**config.mk**
```make
export PLATFORM = sky130hd
export DESIGN_NAME = ac_sum_decoder
export DESIGN_NICKNAME = d
export VERILOG_FILES = /design/src/rtl/ac_sum_decoder.sv
export SDC_FILE = /design/constraint.sdc
export NUM_CORES = 1
export LEC_CHECK = 0
export ABC_CLOCK_PERIOD_IN_PS = 9160
export BUFFER_PORTS_ARGS = -buffer_cell sky130_fd_sc_hd__buf_4
export CAP_MARGIN = 15
export CORE_ASPECT_RATIO = 2
export CORE_MARGIN = 8
export CORE_UTILIZATION = 50
export CTS_CLUSTER_DIAMETER = 150
export DETAILED_ROUTE_END_ITERATION = 16
export PLACE_DENSITY = 0.7
export SLEW_MARGIN = 15
export SYNTH_ARGS = -nofsm -noshare
export SYNTH_HDL_FRONTEND = slang
export SYNTH_SLANG_ARGS = --single-unit
```
**constraint.sdc**
```tcl
create_clock -name clk -period 9.16 [get_ports clk]
set_clock_uncertainty 0.2 [all_clocks]
set_input_delay 1.374 -clock clk [delete_from_list [all_inputs] [get_ports clk]]
set_output_delay 1.374 -clock clk [all_outputs]
set_load 0.05 [all_outputs]
```
**src/rtl/ac_sum_decoder.sv**
```systemverilog
// ac_sum_decoder: watches an accumulator's running sum and recovers each
// per-sample increment as a modular difference. Steps that cannot be a legal
// IN_W-bit increment are flagged and counted. Legal increments are queued in
// a small ready/valid FIFO.
module ac_sum_decoder #(
    parameter int SUM_W      = 16,
    parameter int IN_W       = 8,
    parameter int FIFO_DEPTH = 4,
    parameter int ERR_CNT_W  = 8
) (
    input  logic                 clk,
    input  logic                 rst,
    input  logic [SUM_W-1:0]     sum_in,
    input  logic                 sum_valid,
    input  logic                 resync,
    output logic [IN_W-1:0]      dec_data,
    output logic                 dec_valid,
    input  logic                 dec_ready,
    output logic                 err_delta,
    output logic [ERR_CNT_W-1:0] err_count,
    output logic                 overflow,
    output logic [15:0]          sample_count,
    output logic                 synced
);

    localparam int PTR_W = $clog2(FIFO_DEPTH);
    localparam int CNT_W = PTR_W + 1;
    localparam logic [CNT_W-1:0] FULL_CNT = CNT_W'(FIFO_DEPTH);

    typedef enum logic {
        ST_SYNC  = 1'b0,
        ST_TRACK = 1'b1
    } state_t;

    state_t                 state_q, state_d;
    logic [SUM_W-1:0]       prev_sum_q, prev_sum_d;
    logic [SUM_W-1:0]       delta;
    logic                   delta_legal;
    logic                   push_req;
    logic                   step_err;

    logic [IN_W-1:0]        mem_q [FIFO_DEPTH];
    logic [PTR_W-1:0]       wr_ptr_q, wr_ptr_d;
    logic [PTR_W-1:0]       rd_ptr_q, rd_ptr_d;
    logic [CNT_W-1:0]       count_q, count_d;
    logic [IN_W-1:0]        dec_data_q, dec_data_d;
    logic                   fifo_full;
    logic                   fifo_empty;
    logic                   pop_en;
    logic                   push_en;
    logic                   push_drop;
    logic [FIFO_DEPTH-1:0]  wr_sel;

    logic                   err_delta_q;
    logic [ERR_CNT_W-1:0]   err_count_q;
    logic                   overflow_q;
    logic [15:0]            sample_count_q;

    // Modular difference: wrap-around of the sum stream falls out of the
    // unsigned subtraction, so only the upper bits decide legality.
    assign delta       = sum_in - prev_sum_q;
    assign delta_legal = (delta[SUM_W-1:IN_W] == '0);

    // Next-state logic: baseline capture, step classification and resync.
    always_comb begin
        state_d    = state_q;
        prev_sum_d = prev_sum_q;
        push_req   = 1'b0;
        step_err   = 1'b0;
        if (sum_valid) begin
            prev_sum_d = sum_in;
            state_d    = ST_TRACK;
            if (!resync && state_q == ST_TRACK) begin
                push_req = delta_legal;
                step_err = !delta_legal;
            end
        end else if (resync) begin
            state_d = ST_SYNC;
        end
    end

    // State and baseline registers.
    always_ff @(posedge clk) begin
        if (rst) begin
            state_q    <= ST_SYNC;
            prev_sum_q <= '0;
        end else begin
            state_q    <= state_d;
            prev_sum_q <= prev_sum_d;
        end
    end

    assign fifo_full  = (count_q == FULL_CNT);
    assign fifo_empty = (count_q == '0);
    assign pop_en     = !fifo_empty && dec_ready;
    // A full FIFO still accepts a push when a pop frees a slot the same cycle.
    assign push_en    = push_req && (!fifo_full || pop_en);
    assign push_drop  = push_req && fifo_full && !pop_en;

    // Per-entry write strobes for the storage array.
    generate
        for (genvar gi = 0; gi < FIFO_DEPTH; gi++) begin : g_wr_sel
            assign wr_sel[gi] = push_en && (wr_ptr_q == PTR_W'(gi));
        end
    endgenerate

    // FIFO pointer/occupancy update and the registered head value. The head
    // register keeps its last value once the FIFO drains.
    always_comb begin
        wr_ptr_d   = wr_ptr_q;
        rd_ptr_d   = rd_ptr_q;
        count_d    = count_q;
        dec_data_d = dec_data_q;
        if (push_en) begin
            wr_ptr_d = wr_ptr_q + 1'b1;
        end
        if (pop_en) begin
            rd_ptr_d = rd_ptr_q + 1'b1;
        end
        if (push_en && !pop_en) begin
            count_d = count_q + 1'b1;
        end else if (!push_en && pop_en) begin
            count_d = count_q - 1'b1;
        end
        if (count_d != '0) begin
            // The freshly pushed word is the head only when it lands at the
            // new read position (FIFO otherwise empty after this cycle's pop).
            if (push_en && wr_ptr_q == rd_ptr_d) begin
                dec_data_d = delta[IN_W-1:0];
            end else begin
                dec_data_d = mem_q[rd_ptr_d];
            end
        end
    end

    // Storage array: no reset, written only through the strobes.
    always_ff @(posedge clk) begin
        for (int i = 0; i < FIFO_DEPTH; i++) begin
            if (wr_sel[i]) begin
                mem_q[i] <= delta[IN_W-1:0];
            end
        end
    end

    // FIFO control registers.
    always_ff @(posedge clk) begin
        if (rst) begin
            wr_ptr_q   <= '0;
            rd_ptr_q   <= '0;
            count_q    <= '0;
            dec_data_q <= '0;
        end else begin
            wr_ptr_q   <= wr_ptr_d;
            rd_ptr_q   <= rd_ptr_d;
            count_q    <= count_d;
            dec_data_q <= dec_data_d;
        end
    end

    // Status: error pulse, saturating error count, sticky overflow and the
    // wrapping count of legal deltas (dropped ones included).
    always_ff @(posedge clk) begin
        if (rst) begin
            err_delta_q    <= 1'b0;
            err_count_q    <= '0;
            overflow_q     <= 1'b0;
            sample_count_q <= '0;
        end else begin
            err_delta_q <= step_err;
            if (step_err && err_count_q != '1) begin
                err_count_q <= err_count_q + 1'b1;
            end
            if (push_drop) begin
                overflow_q <= 1'b1;
            end
            if (push_req) begin
                sample_count_q <= sample_count_q + 16'd1;
            end
        end
    end

    assign dec_data     = dec_data_q;
    assign dec_valid    = !fifo_empty;
    assign err_delta    = err_delta_q;
    assign err_count    = err_count_q;
    assign overflow     = overflow_q;
    assign sample_count = sample_count_q;
    assign synced       = (state_q == ST_TRACK);

endmodule

```
After elaboration in Yosys (flattened, before gate mapping)
Memories as Yosys holds them, arrays and structs flattened.
Cells that the tools add are included.
W data, S select, Z words.
{"block": "op_classes", "n_addsub": 7, "n_eq_ne": 6, "n_mux": 27, "reduce_logical": 28}
{"cell": "$mux W8", "count": 4}
{"cell": "$reduce_or A8 Y1", "count": 3}
{"cell": "$mux W1", "count": 17}
{"cell": "$add A16 B1 Y16 const B", "count": 1}
{"cell": "$sub A16 B16 Y16", "count": 1}
{"cell": "$logic_and A1 B1 Y1", "count": 13}
{"cell": "$add A8 B1 Y8 const B", "count": 1}
{"cell": "$logic_not A8 Y1", "count": 1}
{"cell": "$mux W2", "count": 4}
{"cell": "$ne A8 B8 Y1 const B", "count": 1}
{"cell": "$logic_not A1 Y1", "count": 6}
{"cell": "$mux W3", "count": 2}
{"cell": "$add A2 B1 Y2 const B", "count": 2}
{"cell": "$eq A2 B2 Y1 const B", "count": 2}
{"cell": "$add A3 B1 Y3 const B", "count": 1}
{"cell": "$eq A3 B3 Y1 const B", "count": 1}
{"cell": "$logic_not A3 Y1", "count": 1}
{"cell": "$reduce_bool A3 Y1", "count": 1}
{"cell": "$sub A3 B1 Y3 const B", "count": 1}
{"cell": "$eq A2 B1 Y1 const B", "count": 1}
{"cell": "$eq A2 B2 Y1", "count": 1}
{"cell": "$logic_not A2 Y1", "count": 1}
{"cell": "$reduce_bool A2 Y1", "count": 1}
{"cell": "$logic_or A1 B1 Y1", "count": 1}
{"block": "word_totals", "ff_bits": 58, "ramBits": 32, "inputBits": 21, "output_inout_bits": 36, "word_cells": 79, "mem_count": 1}
{"name": "mem_q", "depth": 4, "width": 8, "rd": 1, "rd_clocked_by_memory_dff": 0, "wr": 1, "line_no": "42", "rtl": "logic [IN_W-1:0] mem_q [FIFO_DEPTH];"}

Logic depth before layout (Yosys ltp)
{"block": "logic_depth", "ltp_word": 12, "depth_mapped": 17, "depth_no_buf": 14}

Least setup slack after synthesis
No wires, ideal clock.
{"block": "synth_timing", "path_kind": "input -> register", "from": "input sum_in[0]", "to": "register dec_data_q[6] (netlist: dec_data[6])", "setup_time_ps": 118, "arrival_time_ps": 4727, "required_ps": 8842, "path_slack_ps": 4115, "stages": 15, "path_buffers": 2, "path_cell_list": "inv_1 -> ha_1 -> fa_1 -> nand2b_1 -> a21oi_1 -> o21a_1 -> nor2_1 -> xnor2_1 -> or4_1 -> clkbuf_1 -> nor4_1 -> nor4b_1 -> clkbuf_2 -> mux2i_1 -> a21oi_2"}
{"block": "synth_between", "elab_chain_len": 10, "elab_cells_between_ends": 13, "cone_classes": "1 x add/sub; 5 x mux; 7 x reduce/logical"}
{"element": "start: declaration", "line_no": "13", "rtl": "input logic [SUM_W-1:0] sum_in,"}
{"element": "$sub A16 B16 Y16 (*)", "line_no": "61", "rtl": "assign delta = sum_in - prev_sum_q;"}
{"element": "$logic_not A8 Y1", "line_no": "62", "rtl": "assign delta_legal = (delta[SUM_W-1:IN_W] == '0);"}
{"element": "$mux W1", "line_no": "73", "rtl": "if (!resync && state_q == ST_TRACK) begin"}
{"element": "$mux W1", "line_no": "70", "rtl": "if (sum_valid) begin"}
{"element": "$logic_and A1 B1 Y1", "line_no": "97", "rtl": "assign push_en = push_req && (!fifo_full || pop_en);"}
{"element": "$logic_not A1 Y1", "line_no": "122", "rtl": "end else if (!push_en && pop_en) begin"}
{"element": "$logic_and A1 B1 Y1", "line_no": "122"}
{"element": "$mux W3", "line_no": "122"}
{"element": "$mux W3", "line_no": "120", "rtl": "if (push_en && !pop_en) begin"}
{"element": "$reduce_bool A3 Y1", "line_no": "125", "rtl": "if (count_d != '0) begin"}
{"element": "end signal: assignment", "line_no": "156", "rtl": "dec_data_q <= dec_data_d;"}
{"element": "end: declaration", "line_no": "46", "rtl": "logic [IN_W-1:0] dec_data_q, dec_data_d;"}
Every way passes the cells marked *; elsewhere a longest branch is shown, timed or not.
A chain may end at the register's enable or synchronous reset.

Final worst setup path
{"block": "layout_timing", "from": "input sum_in[0]", "to": "register dec_data_q[0] (netlist: dec_data[0])"}
The elaborated chain is that of the path after synthesis.

==> results.py <==
metrics = {
    "floorplan": {
        "die_w_um": 84.8,
        "coreArea_um2": 9260,
        "die_y_um": 154,
        "initial_utilization": 0.511,
        "dieArea_um2": 13000,
        "ios": 57,
        "rows": 50,
    },
    "setup_path": {
        "endpoint": "dec_data[0]",
        "crit_buf_inv": 2,
        "critPathRequiredTime_ps": 9190,
        "start_kind": "primary input",
        "worst_setup_path_end_kind": "flip-flop",
        "rrSetupSlack_ps": 4100,
        "crit_arrival_ps": 5920,
        "cp_cell_sequence": "buf_4 > inv_1 > ha_1 > fa_1 > nand2b_1 > a21oi_1 > o21a_1 > nor2_1 > xnor2_1 > or4_1 > nor4_1 > nor4b_2 > mux2i_1 > a21oi_1",
        "worst-path-stages": 14,
        "worst-setup-path-type": "in -> reg",
        "crit_family": "simple AND/OR/NAND/NOR gates",
        "crit_start": "sum_in[0]",
        "worstRegToRegCells": 12,
        "crit_fanout": 8,
        "cpMostUsedCell": "a21oi_1",
        "critical-path-slowest-cell": "nor4b_2",
        "timing.rr.end": "dec_data[0]",
        "reg2reg_from": "prev_sum_q[0]",
        "cpPeakStageDelay_ps": 1050,
    },
    "placement": {
        "portBuffers": 56,
        "gp_congestion": 0.838,
        "dp_hpwl_um": 8130,
        "place_inst": 609,
        "place_ws_ps": 2930,
    },
    "sta": {
        "fmaxAchievable_mhz": 170,
        "fin_ws_ps": 3260,
        "rsz0062_at_grt": "false",
        "fin_crit_ps": 5900,
        "tns_ps": 0,
        "final_hold_viol_count": 0,
        "relSlewSlack": 0.237,
        "timing.final.max_slew_violations": 0,
        "finalCritPeriodShare": 0.644,
        "setup_viol": 0,
        "worst_pin_slew_ps": 1140,
    },
    "pwr": {
        "switchingPower_uw": 419,
        "clkPwrFrac": 0.323,
        "p_per_area_nw_per_um2": 235,
        "p_comb_frac": 0.322,
        "p_int_uw": 883,
        "switching_share": 0.322,
        "power_frac_seq": 0.356,
        "vdd_ir_drop_max_mv": 0.130,
        "leakagePower_nw": 2.23,
        "total_power_mw": 1.30,
    },
    "routing": {
        "wire_per_inst_um": 17.0,
        "drc": 0,
        "vias_per_cell": 5.76,
        "firstDrtPassIters": 6,
        "ant_nets": 0,
        "vias": 3603,
        "drt_iter0_drc": 234,
        "drt-total-wl_um": 10600,
    },
    "cts": {
        "clk_pin_slew_worst_paths_ps": 60,
        "cts_sinks": 90,
        "hold_buffers": 0,
        "numCtsBuffers": 9,
        "tritoncts": "done",
        "insertion_delay_ps": 340,
        "cts_buffer_depth": 2,
        "clockRootBuffer": "clkbuf_16",
        "htreeDepth": 3,
        "post_cts.resized_instances": 0,
        "post_cts_buffers": 0,
    },
    "finish": {
        "nets": 562,
        "diodes": 0,
        "instances_no_fill": 625,
        "drive_above_1_share": 0.186,
        "area_delta_synth_final_pct": 17.3,
    },
    "synthesis": {
        "synth_ff_type": "dfxtp_1",
        "netlist_instances": 467,
        "syn_nets": 513,
        "yosysTopAreaCell": "dfxtp_1",
        "synth-seq-area-share": 0.449,
        "synthArstFlopShare": 0,
        "yosysMostFrequentCell": "nor2_1",
        "yosys-top-cells-area": "dfxtp_1 25%, edfxtp_1 20%, ha_1 6.3%",
        "synthTopCellsByCount": "60 x nor2_1, 58 x dfxtp_1, 32 x edfxtp_1, 31 x a21oi_1, 27 x mux2i_1",
        "ys_ff_latch": 90,
        "yosysWarnings": 0,
        "synth_edf_count": 32,
        "netlist_area_um2": 4730,
        "synth_cell_types": 54,
        "synth_area_per_cell_um2": 10.1,
        "synth_top_area_frac": 0.246,
    },
    "grt": {
        "antenna_found_initial": 0,
        "track_usage": 0.174,
        "grt_overflow_total": 0,
        "grt_pass1_vias": 3735,
        "grt_pass1_wl_um": 17900,
        "grt_max_degree": 59,
    },
    "flow_run": {
        "maxCapViolCount": 0,
    },
    "hold_path": {
        "min_path_type": "reg -> reg",
        "hp-start": "prev_sum_q[10]",
        "min_path_cells": 2,
    },
    "outcome": {
        "status": "finished, final reports clean",
    },
}
## per-stage QoR
step                      hold slack [ps]  utilization  area (um^2)
after detailed placement              286        0.562         5210
after CTS                             302        0.599         5550
after floorplan                       260            -         4730
final                                 296        0.599         5550
after global placement                272        0.562         5200
after global routing                  333        0.599         5550
## area by class of cell
type,count,area (um^2)
Sequential cell,90,2120
Fill cell,821,3710
Inverter,25,93.8
Multi-Input combinational cell,330,2410
Tap cell,104,130
Clock buffer,9,225
Timing Repair Buffer,60,448
Clock inverter,7,116
## layout by cell type, fill, tap and decap left out, drive strengths merged, types with 2 or more instances in the layout
cell type / instances
clkbuf: 9
xnor2: 14
bufinv: 3
o21ai: 17
mux4: 8
a21o: 5
a41o: 8
nand2: 26
nor3: 2
o211ai: 3
edfxtp: 32
nand3: 5
dfxtp: 58
o21bai: 2
nor2b: 4
o21a: 4
nor4: 3
buf: 60
xor2: 20
or3: 8
or4: 2
a21oi: 32
a211oi: 3
inv: 26
clkinvlp: 2
mux2i: 28
nand4: 13
nand2b: 6
ha: 24
and2: 6
and3: 10
nor2: 60
a31oi: 6
## power groups by stage
| stage | sequential (mW) | clock, mW | combinational, mW |
|---|---|---|---|
| finish | 0.463 | 0.420 | 0.419 |
| global route | 0.466 | 0.445 | 0.457 |
| CTS | 0.464 | 0.431 | 0.424 |
| detailed placement | 0.472 | 0 | 0.422 |
| global placement | 0.472 | 0 | 0.414 |
| floorplan | 0.518 | 0 | 0.276 |
## cells by family (layout without fill, tap and decap cells)
| logic type | count (synthesis) | in the layout | share of synthesized area |
|---|---|---|---|
| flops | 90 | 90 | 0.449 |
| xor+xnor | 34 | 34 | 0.0630 |
| mux | 36 | 36 | 0.100 |
| simple gates | 148 | 148 | 0.159 |
| buf+inv | 47 | 101 | 0.0426 |
| compound gates | 87 | 87 | 0.119 |
| fa+ha+maj | 25 | 25 | 0.0677 |
## flip-flops by register name, indices dropped and copies added, names as in the netlist, 2 cells and up
name          cells
sample_count     16
prev_sum_q       16
err_count         8
rd_ptr_q          2
count_q           3
mem_q            32
wr_ptr_q          2
dec_data          8
## layer usage
layer / routed length [um] / global-route usage / vias to the layer above
li1: - / - / 1771
met1: 3770 / 0.160 / 1725
met2: 6030 / 0.330 / 78
met3: 374 / 0.0411 / 29
met4: 435 / 0.106 / 0
met5: 0 / 0 / -
## worst min-delay path: cells and delay by family (launching register included)
family / cells / cell delay [ps]
AND/OR/NAND/NOR: 1 / 70
multiplexers: 1 / 70
flip-flops: 1 / 330
## worst min path at each step
stage                           endpoint  slack (ps)
after floorplan           prev_sum_q[10]         260
after global placement    prev_sum_q[14]         270
after detailed placement   prev_sum_q[3]         290
after CTS                  prev_sum_q[3]         300
after global routing       prev_sum_q[3]         330
final                     prev_sum_q[10]         300
Power figures use the tool's default switching activity.
